--- src/rtl/common_pkg.sv ---
// Shared constants and types for the UART writeback reporter.
// Latency: n/a (declarations only).
// Backpressure: n/a.
//
// Optional build macro: UART_REPORTER_CHECKSUM_EN adds a 7th XOR checksum byte.
package common_pkg;

    localparam logic [7:0] UART_SYNC_BYTE = 8'hA5;

`ifdef UART_REPORTER_CHECKSUM_EN
    localparam int REPORT_PKT_BYTES = 7;
`else
    localparam int REPORT_PKT_BYTES = 6;
`endif

    typedef struct packed {
        logic [4:0]  id;
        logic [31:0] data;
    } report_entry_t;

    typedef enum logic [1:0] {
        PK_IDLE  = 2'd0,
        PK_SEND  = 2'd1,
        PK_DRAIN = 2'd2
    } pk_state_t;

    typedef enum logic [1:0] {
        TX_IDLE  = 2'd0,
        TX_START = 2'd1,
        TX_DATA  = 2'd2,
        TX_STOP  = 2'd3
    } tx_state_t;

endpackage

--- src/rtl/uart_tx_byte.sv ---
// 8N1 byte serializer, LSB first, CLKS_PER_BIT clocks per bit.
// Latency: byte accepted at edge A, start bit appears on tx_serial from edge A+1.
// Backpressure: byte_ready is high only while idle; a byte is taken on byte_valid && byte_ready.
//
// Ports: clk, rst (async active-low), byte_data/byte_valid/byte_ready (byte handshake),
//        tx_serial (registered UART line, idles high).
module uart_tx_byte
    import common_pkg::*;
#(
    parameter int CLKS_PER_BIT = 868
) (
    input  logic       clk,
    input  logic       rst,
    input  logic [7:0] byte_data,
    input  logic       byte_valid,
    output logic       byte_ready,
    output logic       tx_serial
);

    localparam int CNT_W = (CLKS_PER_BIT > 1) ? $clog2(CLKS_PER_BIT) : 1;

    tx_state_t        state, state_nxt;
    logic [CNT_W-1:0] baud_cnt;
    logic [2:0]       bit_idx;
    logic [7:0]       shreg;
    logic             bit_done;
    logic             line_nxt;

    assign bit_done = (baud_cnt == CNT_W'(CLKS_PER_BIT - 1));

    // State register
    always_ff @(posedge clk or negedge rst) begin
        if (!rst) state <= TX_IDLE;
        else      state <= state_nxt;
    end

    // Next-state logic
    always_comb begin
        state_nxt = state;
        case (state)
            TX_IDLE:  if (byte_valid)                   state_nxt = TX_START;
            TX_START: if (bit_done)                     state_nxt = TX_DATA;
            TX_DATA:  if (bit_done && bit_idx == 3'd7)  state_nxt = TX_STOP;
            TX_STOP:  if (bit_done)                     state_nxt = TX_IDLE;
            default:                                    state_nxt = TX_IDLE;
        endcase
    end

    // Baud counter, bit index and shift register
    always_ff @(posedge clk or negedge rst) begin
        if (!rst) begin
            baud_cnt <= '0;
            bit_idx  <= '0;
            shreg    <= '0;
        end else if (state == TX_IDLE) begin
            baud_cnt <= '0;
            bit_idx  <= '0;
            if (byte_valid) shreg <= byte_data;
        end else if (bit_done) begin
            baud_cnt <= '0;
            if (state == TX_DATA) begin
                bit_idx <= bit_idx + 3'd1;
                shreg   <= {1'b0, shreg[7:1]};
            end
        end else begin
            baud_cnt <= baud_cnt + CNT_W'(1);
        end
    end

    // Outputs
    always_comb begin
        byte_ready = (state == TX_IDLE);
        case (state)
            TX_START: line_nxt = 1'b0;
            TX_DATA:  line_nxt = shreg[0];
            default:  line_nxt = 1'b1;
        endcase
    end

    // Registered line keeps tx_serial glitch-free; reset forces it high at once.
    always_ff @(posedge clk or negedge rst) begin
        if (!rst) tx_serial <= 1'b1;
        else      tx_serial <= line_nxt;
    end

endmodule

--- src/rtl/uart_reporter.sv ---
// Buffers register writeback events and sends each as a framed UART packet.
// Latency: push at edge N, pop at N+1, byte accepted at N+2, start bit from N+3.
// Backpressure: none toward the pipeline; events arriving at a full FIFO are dropped and flagged.
//
// Ports: clk, rst (async active-low), event_valid/event_id/event_data (writeback capture),
//        tx_serial (UART line), busy (work pending), overflow (sticky drop flag).
// Build macro: UART_REPORTER_CHECKSUM_EN appends an XOR checksum byte over id and data bytes.
module uart_reporter
    import common_pkg::*;
#(
    parameter int CLK_FREQ   = 100000000,
    parameter int BAUD_RATE  = 115200,
    parameter int FIFO_DEPTH = 16
) (
    input  logic        clk,
    input  logic        rst,
    input  logic        event_valid,
    input  logic [4:0]  event_id,
    input  logic [31:0] event_data,
    output logic        tx_serial,
    output logic        busy,
    output logic        overflow
);

    localparam int CLKS_PER_BIT = CLK_FREQ / BAUD_RATE;
    localparam int AW           = $clog2(FIFO_DEPTH);
    localparam logic [AW:0] PTR_ONE = (AW + 1)'(1);

    report_entry_t fifo_mem [FIFO_DEPTH];
    logic [AW:0]   wr_ptr, rd_ptr;
    logic          fifo_empty, fifo_full;
    logic          push, pop;

    pk_state_t     pk_state, pk_state_nxt;
    report_entry_t hold;
    logic [2:0]    byte_idx;
    logic          last_byte;
    logic [7:0]    byte_data;
    logic          byte_valid, byte_ready;

    // Extra pointer bit distinguishes full from empty.
    assign fifo_empty = (wr_ptr == rd_ptr);
    assign fifo_full  = (wr_ptr[AW] != rd_ptr[AW]) && (wr_ptr[AW-1:0] == rd_ptr[AW-1:0]);
    assign pop        = (pk_state == PK_IDLE) && !fifo_empty;
    // A simultaneous pop frees the slot being written, so a full FIFO still accepts.
    assign push       = event_valid && (!fifo_full || pop);

    always_ff @(posedge clk) begin
        if (push) fifo_mem[wr_ptr[AW-1:0]] <= '{id: event_id, data: event_data};
    end

    always_ff @(posedge clk or negedge rst) begin
        if (!rst) begin
            wr_ptr   <= '0;
            rd_ptr   <= '0;
            overflow <= 1'b0;
        end else begin
            if (push) wr_ptr <= wr_ptr + PTR_ONE;
            if (pop)  rd_ptr <= rd_ptr + PTR_ONE;
            if (event_valid && !push) overflow <= 1'b1;
        end
    end

    // Holding register and byte index
    always_ff @(posedge clk or negedge rst) begin
        if (!rst) begin
            hold     <= '0;
            byte_idx <= '0;
        end else if (pop) begin
            hold     <= fifo_mem[rd_ptr[AW-1:0]];
            byte_idx <= '0;
        end else if (byte_valid && byte_ready) begin
            byte_idx <= byte_idx + 3'd1;
        end
    end

    assign last_byte = (byte_idx == 3'(REPORT_PKT_BYTES - 1));

    // Packetizer state register
    always_ff @(posedge clk or negedge rst) begin
        if (!rst) pk_state <= PK_IDLE;
        else      pk_state <= pk_state_nxt;
    end

    // Packetizer next state
    always_comb begin
        pk_state_nxt = pk_state;
        case (pk_state)
            PK_IDLE:  if (!fifo_empty)                           pk_state_nxt = PK_SEND;
            PK_SEND:  if (byte_valid && byte_ready && last_byte) pk_state_nxt = PK_DRAIN;
            PK_DRAIN: if (byte_ready)                            pk_state_nxt = PK_IDLE;
            default:                                             pk_state_nxt = PK_IDLE;
        endcase
    end

`ifdef UART_REPORTER_CHECKSUM_EN
    logic [7:0] checksum;
    assign checksum = {3'b000, hold.id} ^ hold.data[7:0] ^ hold.data[15:8]
                    ^ hold.data[23:16] ^ hold.data[31:24];
`endif

    // Packetizer outputs: byte selection
    always_comb begin
        byte_valid = (pk_state == PK_SEND);
        byte_data  = UART_SYNC_BYTE;
        case (byte_idx)
            3'd1:    byte_data = {3'b000, hold.id};
            3'd2:    byte_data = hold.data[7:0];
            3'd3:    byte_data = hold.data[15:8];
            3'd4:    byte_data = hold.data[23:16];
            3'd5:    byte_data = hold.data[31:24];
`ifdef UART_REPORTER_CHECKSUM_EN
            3'd6:    byte_data = checksum;
`endif
            default: byte_data = UART_SYNC_BYTE;
        endcase
    end

    uart_tx_byte #(
        .CLKS_PER_BIT(CLKS_PER_BIT)
    ) u_tx (
        .clk       (clk),
        .rst       (rst),
        .byte_data (byte_data),
        .byte_valid(byte_valid),
        .byte_ready(byte_ready),
        .tx_serial (tx_serial)
    );

    // Serializer idle is exactly byte_ready.
    assign busy = !fifo_empty || (pk_state != PK_IDLE) || !byte_ready;

endmodule

--- config.mk ---
export PLATFORM = sky130hd
export DESIGN_NAME = uart_reporter
export DESIGN_NICKNAME = d
export VERILOG_FILES = /design/src/rtl/common_pkg.sv /design/src/rtl/uart_tx_byte.sv /design/src/rtl/uart_reporter.sv
export SDC_FILE = /design/constraint.sdc
export NUM_CORES = 1
export LEC_CHECK = 0
export CAP_MARGIN = 20
export CELL_PAD_IN_SITES_DETAIL_PLACEMENT = 1
export CELL_PAD_IN_SITES_GLOBAL_PLACEMENT = 2
export CORE_MARGIN = 3
export CORE_UTILIZATION = 30
export CTS_CLUSTER_SIZE = 40
export DETAILED_ROUTE_END_ITERATION = 7
export GPL_TIMING_DRIVEN = 1
export PLACE_DENSITY_LB_ADDON = 0.1
export SYNTH_ARGS = -nofsm -noshare
export SYNTH_HDL_FRONTEND = slang
export SYNTH_SLANG_ARGS = --single-unit
--- constraint.sdc ---
create_clock -name clk -period 13.38 [get_ports clk]
set_input_delay 2.676 -clock clk [delete_from_list [all_inputs] [get_ports clk]]
set_output_delay 2.676 -clock clk [all_outputs]
set_load 0.005 [all_outputs]
* Word-level counts from Yosys, hierarchy flattened
Memory sizes are Yosys's and may differ from the RTL's. A register that Yosys moved wholly into a read port is not among the register bits.
Index checks and enable logic that the tools add are counted.
** Cells by class
- Muxes and demuxes :: 24
- Reduce and logical (&&, ||, !) cells :: 25
- Add/sub/neg operators :: 5
- Equality and inequality tests :: 22
** Operators with widths (count)
- $pmux 8 s5 :: 1
- $mux 8 :: 4
- $mux 10 :: 2
- $mux 3 :: 5
- $mux 2 :: 7
- $add 10x1->10 const B :: 1
- $add 5x1->5 const B :: 2
- $eq 10x10->1 const B :: 1
- $eq 3x3->1 const B :: 3
- $ne 2x1->1 const B :: 4
- $pmux 2 s4 :: 1
- $reduce_bool 2->1 :: 4
- $logic_and 1x1->1 :: 7
- $add 3x1->3 const B :: 2
- $eq 2x2->1 const B :: 3
- $eq 3x2->1 const B :: 2
- $ne 2x2->1 const B :: 3
- $pmux 2 s3 :: 1
- $reduce_and 3->1 :: 2
- $eq 5x5->1 :: 1
- $logic_not 1->1 :: 5
- $eq 2x1->1 const B :: 2
- $eq 4x4->1 :: 1
- $logic_not 2->1 :: 2
- other kinds (7) :: 10
** Storage, ports and cells
- Flip-flop bits (word level) :: 40
- Output and inout bits :: 3
- Memories kept :: 1
- RAM bits :: 592
** Memory list
- fifo_mem :: depth 16, width 37, read ports 1, clocked after Yosys merged registers in 1, write ports 1, RTL line uart_reporter.sv:29 : report_entry_t fifo_mem [FIFO_DEPTH];

* Longest topological paths before layout
- Depth after elaboration :: 7
- Gate-level depth with buffers :: 7
- Depth with buffers taken out :: 6

* Modules after synthesis
From an unflattened synthesis, not the netlist that was laid out.
** Second synthesis, totals
- Cells, all modules :: 1246
- Area, all modules :: 26108.8 um^2
** Modules (own cells, without submodules)
- uart_reporter :: cells each 1132, area an instance 24817.6 um^2, seq. area each 19103.3 um^2, instances 1
- uart_tx_byte :: cells each 114, area an instance 1291.2 um^2, seq. area each 601.8 um^2, instances 1

* Worst setup path after synthesis
OpenSTA, ideal clock, no wires.
- Path kind :: input port to flip-flop
- Start point :: input event_valid
- End point :: memory fifo_mem[1][0] (netlist bit) (enable)
- Data arrival time :: 6.742 ns
- Library setup time :: 0.537 ns
- Stages :: 2
- Path buffers :: 0
- Slack :: 6.101 ns
- Data required time :: 12.843 ns
- Cell sequence :: o21ai_0 > nor4b_1
** Between the ends
- Longest elaborated chain between the ends :: 3
** Ends and longest elaborated chain
- start: declaration :: RTL line uart_reporter.sv:17 : input logic event_valid,
- $logic_and 1x1->1 :: RTL line uart_reporter.sv:46 : assign push = event_valid && (!fifo_full || pop);
- $mux 1 :: RTL line uart_reporter.sv:49 : if (push) fifo_mem[wr_ptr[AW-1:0]] <= '{id: event_id, data: event_data};
- $mux 1 (not written as such) :: RTL line uart_reporter.sv:49
- end: declaration :: RTL line uart_reporter.sv:29
Every way passes these cells.

* Final worst setup path
- Start point :: register rd_ptr[0]
- End point :: output busy
** Between the ends
- Longest elaborated chain between the ends :: 4
** Ends and longest elaborated chain
- start: declaration :: RTL line uart_reporter.sv:30 : logic [AW:0] wr_ptr, rd_ptr;
- start signal: assignment :: RTL line uart_reporter.sv:59 : if (pop) rd_ptr <= rd_ptr + PTR_ONE;
- $eq 5x5->1 :: RTL line uart_reporter.sv:42 : assign fifo_empty = (wr_ptr == rd_ptr);
- $logic_not 1->1 :: RTL line uart_reporter.sv:131 : assign busy = !fifo_empty || (pk_state != PK_IDLE) || !byte_ready;
- $logic_or 1x1->1 (2 in a row) :: RTL line uart_reporter.sv:131
- end: declaration :: RTL line uart_reporter.sv:21 : output logic busy,
Every way passes these cells.

==> flow_metrics.tcl <==
set metrics [dict create \
    dieArea_mm2 0.0902 \
    viasPerCell 4.90 \
    post-place-ws_ns 7.96 \
    grt_pass1_wl_um 98500 \
    crit_path_start "rd_ptr[0]" \
    via_count 12400 \
    row_count 107 \
    synth_area_leaders "edfxtp_1 68%, mux4_2 13%, dfrtp_1 7.3%" \
    fin_ws_ns 8.06 \
    place_area_mm2 0.0278 \
    p_leak_nw 9.86 \
    period_share_pct 39.7 \
    cts_buffers 77 \
    overflow 0 \
    post-place-cells 2391 \
    rsz0062_at_grt "false" \
    drt-wirelength-per-cell_um 26.5 \
    die_h_um 300 \
    postCtsHoldBufs 0 \
    gp_congestion 0.687 \
    cp.required_ns 10.70 \
    routed_wl_um 67300 \
    fin_setup_tns_ns 0 \
    synth-edff-count 592 \
    worstSetupPathType "register to output pin" \
    synth_most_common_cell "edfxtp_1" \
    yosys.area_share.simple_pct 2.64 \
    cp_max_fo 25 \
    critPathCaptureType "output pin" \
    fin_cells 2537 \
    die_x_um 300 \
    cts_setup_buffers 0 \
    hpwlAfterDp_um 37200 \
    grt.total_usage_pct 15.2 \
    synth_area_mm2 0.0260 \
    async_flop_share_pct 11.5 \
    ys_types 50 \
    cts_root_buf "clkbuf_16" \
    cts.clk_slew.worst_paths_ns 0.06 \
    ys_ff_latch 669 \
    worstMarginPinSlew_ns 0.860 \
    core_mm2 0.0855 \
    hp-start "overflow" \
    fin_crit_ns 5.32 \
    synth_compound_area_share_pct 3.68 \
    grt_pass1_vias 13500 \
    fin_area_mm2 0.0305 \
    drc_errors 0 \
    synthFlopType "edfxtp_1" \
    power_density_mw_per_mm2 166 \
    synth-adder-area-share_pct 0.867 \
    muxShareOfSynthArea_pct 14.8 \
    yosys_warnings 0 \
    yosysSeqAreaShare_pct 75.9 \
    drive_above_1_share_pct 26.6 \
    h-tree-depth 3 \
    synth_top_family_by_area "multiplexers" \
    hold_path.class "register to register" \
    setup_viol 0 \
    area_delta_synth_final_pct 17.4 \
    grt_max_degree 78 \
    synthCells 1245 \
    synth_fp_nets 1303 \
    synthTopCellsByCount "592 x edfxtp_1, 148 x mux4_2, 79 x a22oi_1" \
    ant_nets 0 \
    cts_max_path_buffers 3 \
    hold_viol 0 \
    relSlewSlack_pct 42.7 \
    yosys.area.top_type "edfxtp_1" \
    outcome "complete, no violations" \
    syn_avg_cell_area_um2 20.9 \
    cts.sinks 669 \
    r2r_start "rd_ptr[1]" \
    critPathLaunchType "register" \
    io_pins 43 \
    antenna_found_initial 4 \
    synth_top_area_share_pct 68.4 \
    worstPathArrival_ns 2.64 \
    first_iter_violations 751 \
    finClkSkew_ns 0.0270 \
    post_cts_resize_count 0 \
    peakVddDrop_mv 0.102 \
    holdWs_ns 0.464 \
    slew_violations 0 \
    max_freq_ghz 0.188 \
    cts_tree "done" \
    firstDrtPassIters 5 \
    numPortBuffers 42 \
    nets 1384 \
    insertion_delay_ns 0.62 \
    initial_utilization_pct 30.4 \
    synthXorXnorAreaFrac_pct 0.775 \
    max_cap_violations 0 \
]
## layout make-up
type,instances,area [µm²]
multi-input cells,493,5980
clock inverters,46,544
clock buffers,97,2110
repair buffers,73,663
fillers,8276,55100
diodes,3,7.51
inverters,12,45.0
well taps,1144,1430
flip-flops and latches,669,19700
## cells in the final DEF, fill, tap and decap left out, types with 18 or more instances in the layout
master / count
edfxtp_1: 592
mux4_2: 148
clkbuf_16: 80
a22oi_1: 79
dfrtp_1: 74
nand2_1: 54
mux2_2: 45
clkdlybuf4s50_1: 41
buf_4: 31
nor2_1: 22
ha_1: 18
## worst max-delay path, stage by stage (launching register included)
cell             delay, ns
dfrtp_4               0.77
xnor2_1               0.18
nand4_1               0.12
buf_4                 0.20
nor2_1                0.12
nand3_1               0.13
clkdlybuf4s50_1       0.50
## final timing paths
| kind | end | slack (ns) | cells after the start |
|---|---|---|---|
| min | overflow | 0.46 | 1 |
| min reg2reg | overflow | 0.46 | 1 |
| min in group asynchronous | hold[6] | 1.96 | 1 |
| max reg2reg | hold[27] | 9.21 | 7 |
| max | busy | 8.06 | 6 |
| max in group asynchronous | u_tx.baud_cnt[6] | 10.27 | 2 |
## report_power, final
group          internal [mW]  total (mW)  switching (mW)  leakage (nW)
logic                  0.106       0.333           0.228          2.34
clock network           1.33        2.19           0.859          1.27
registers               2.47        2.53          0.0558          6.25
## flip-flops by register name, indices dropped and copies added (netlist names)
name	cells
u_tx.baud_cnt	10
fifo_mem	592
byte_idx	3
u_tx.state	2
u_tx.bit_idx	3
rd_ptr	5
u_tx.shreg	8
pk_state	2
u_tx.tx_serial	1
hold	37
overflow	1
wr_ptr	5
## metal layers
metal / share of wire, % / track usage [%]
met1: 47 / 21.7
met3: 3.2 / 2.20
met2: 48 / 24.2
met4: 2.2 / 4.31
met5: 0 / 0
## stage by stage
stage | utilization [%] | total power [mW]
detailed placement | 32.5 | 2.92
global route | 35.6 | 5.26
finish | 35.6 | 5.05
floorplan | - | 2.72
CTS | 35.6 | 5.14
global placement | 32.5 | 2.90
## cell families (layout without fill, tap and decap cells)
family / after synthesis / after routing
and+or+nand+nor: 129 / 129
xor gates and xnor gates: 23 / 23
buffers and inverters: 83 / 228
DFF: 669 / 669
adders and majority gates: 18 / 18
other: 0 / 3
AOI/OAI and AO/OA: 129 / 129
muxes: 194 / 194
Note: power is estimated with default switching activity, not from simulation.
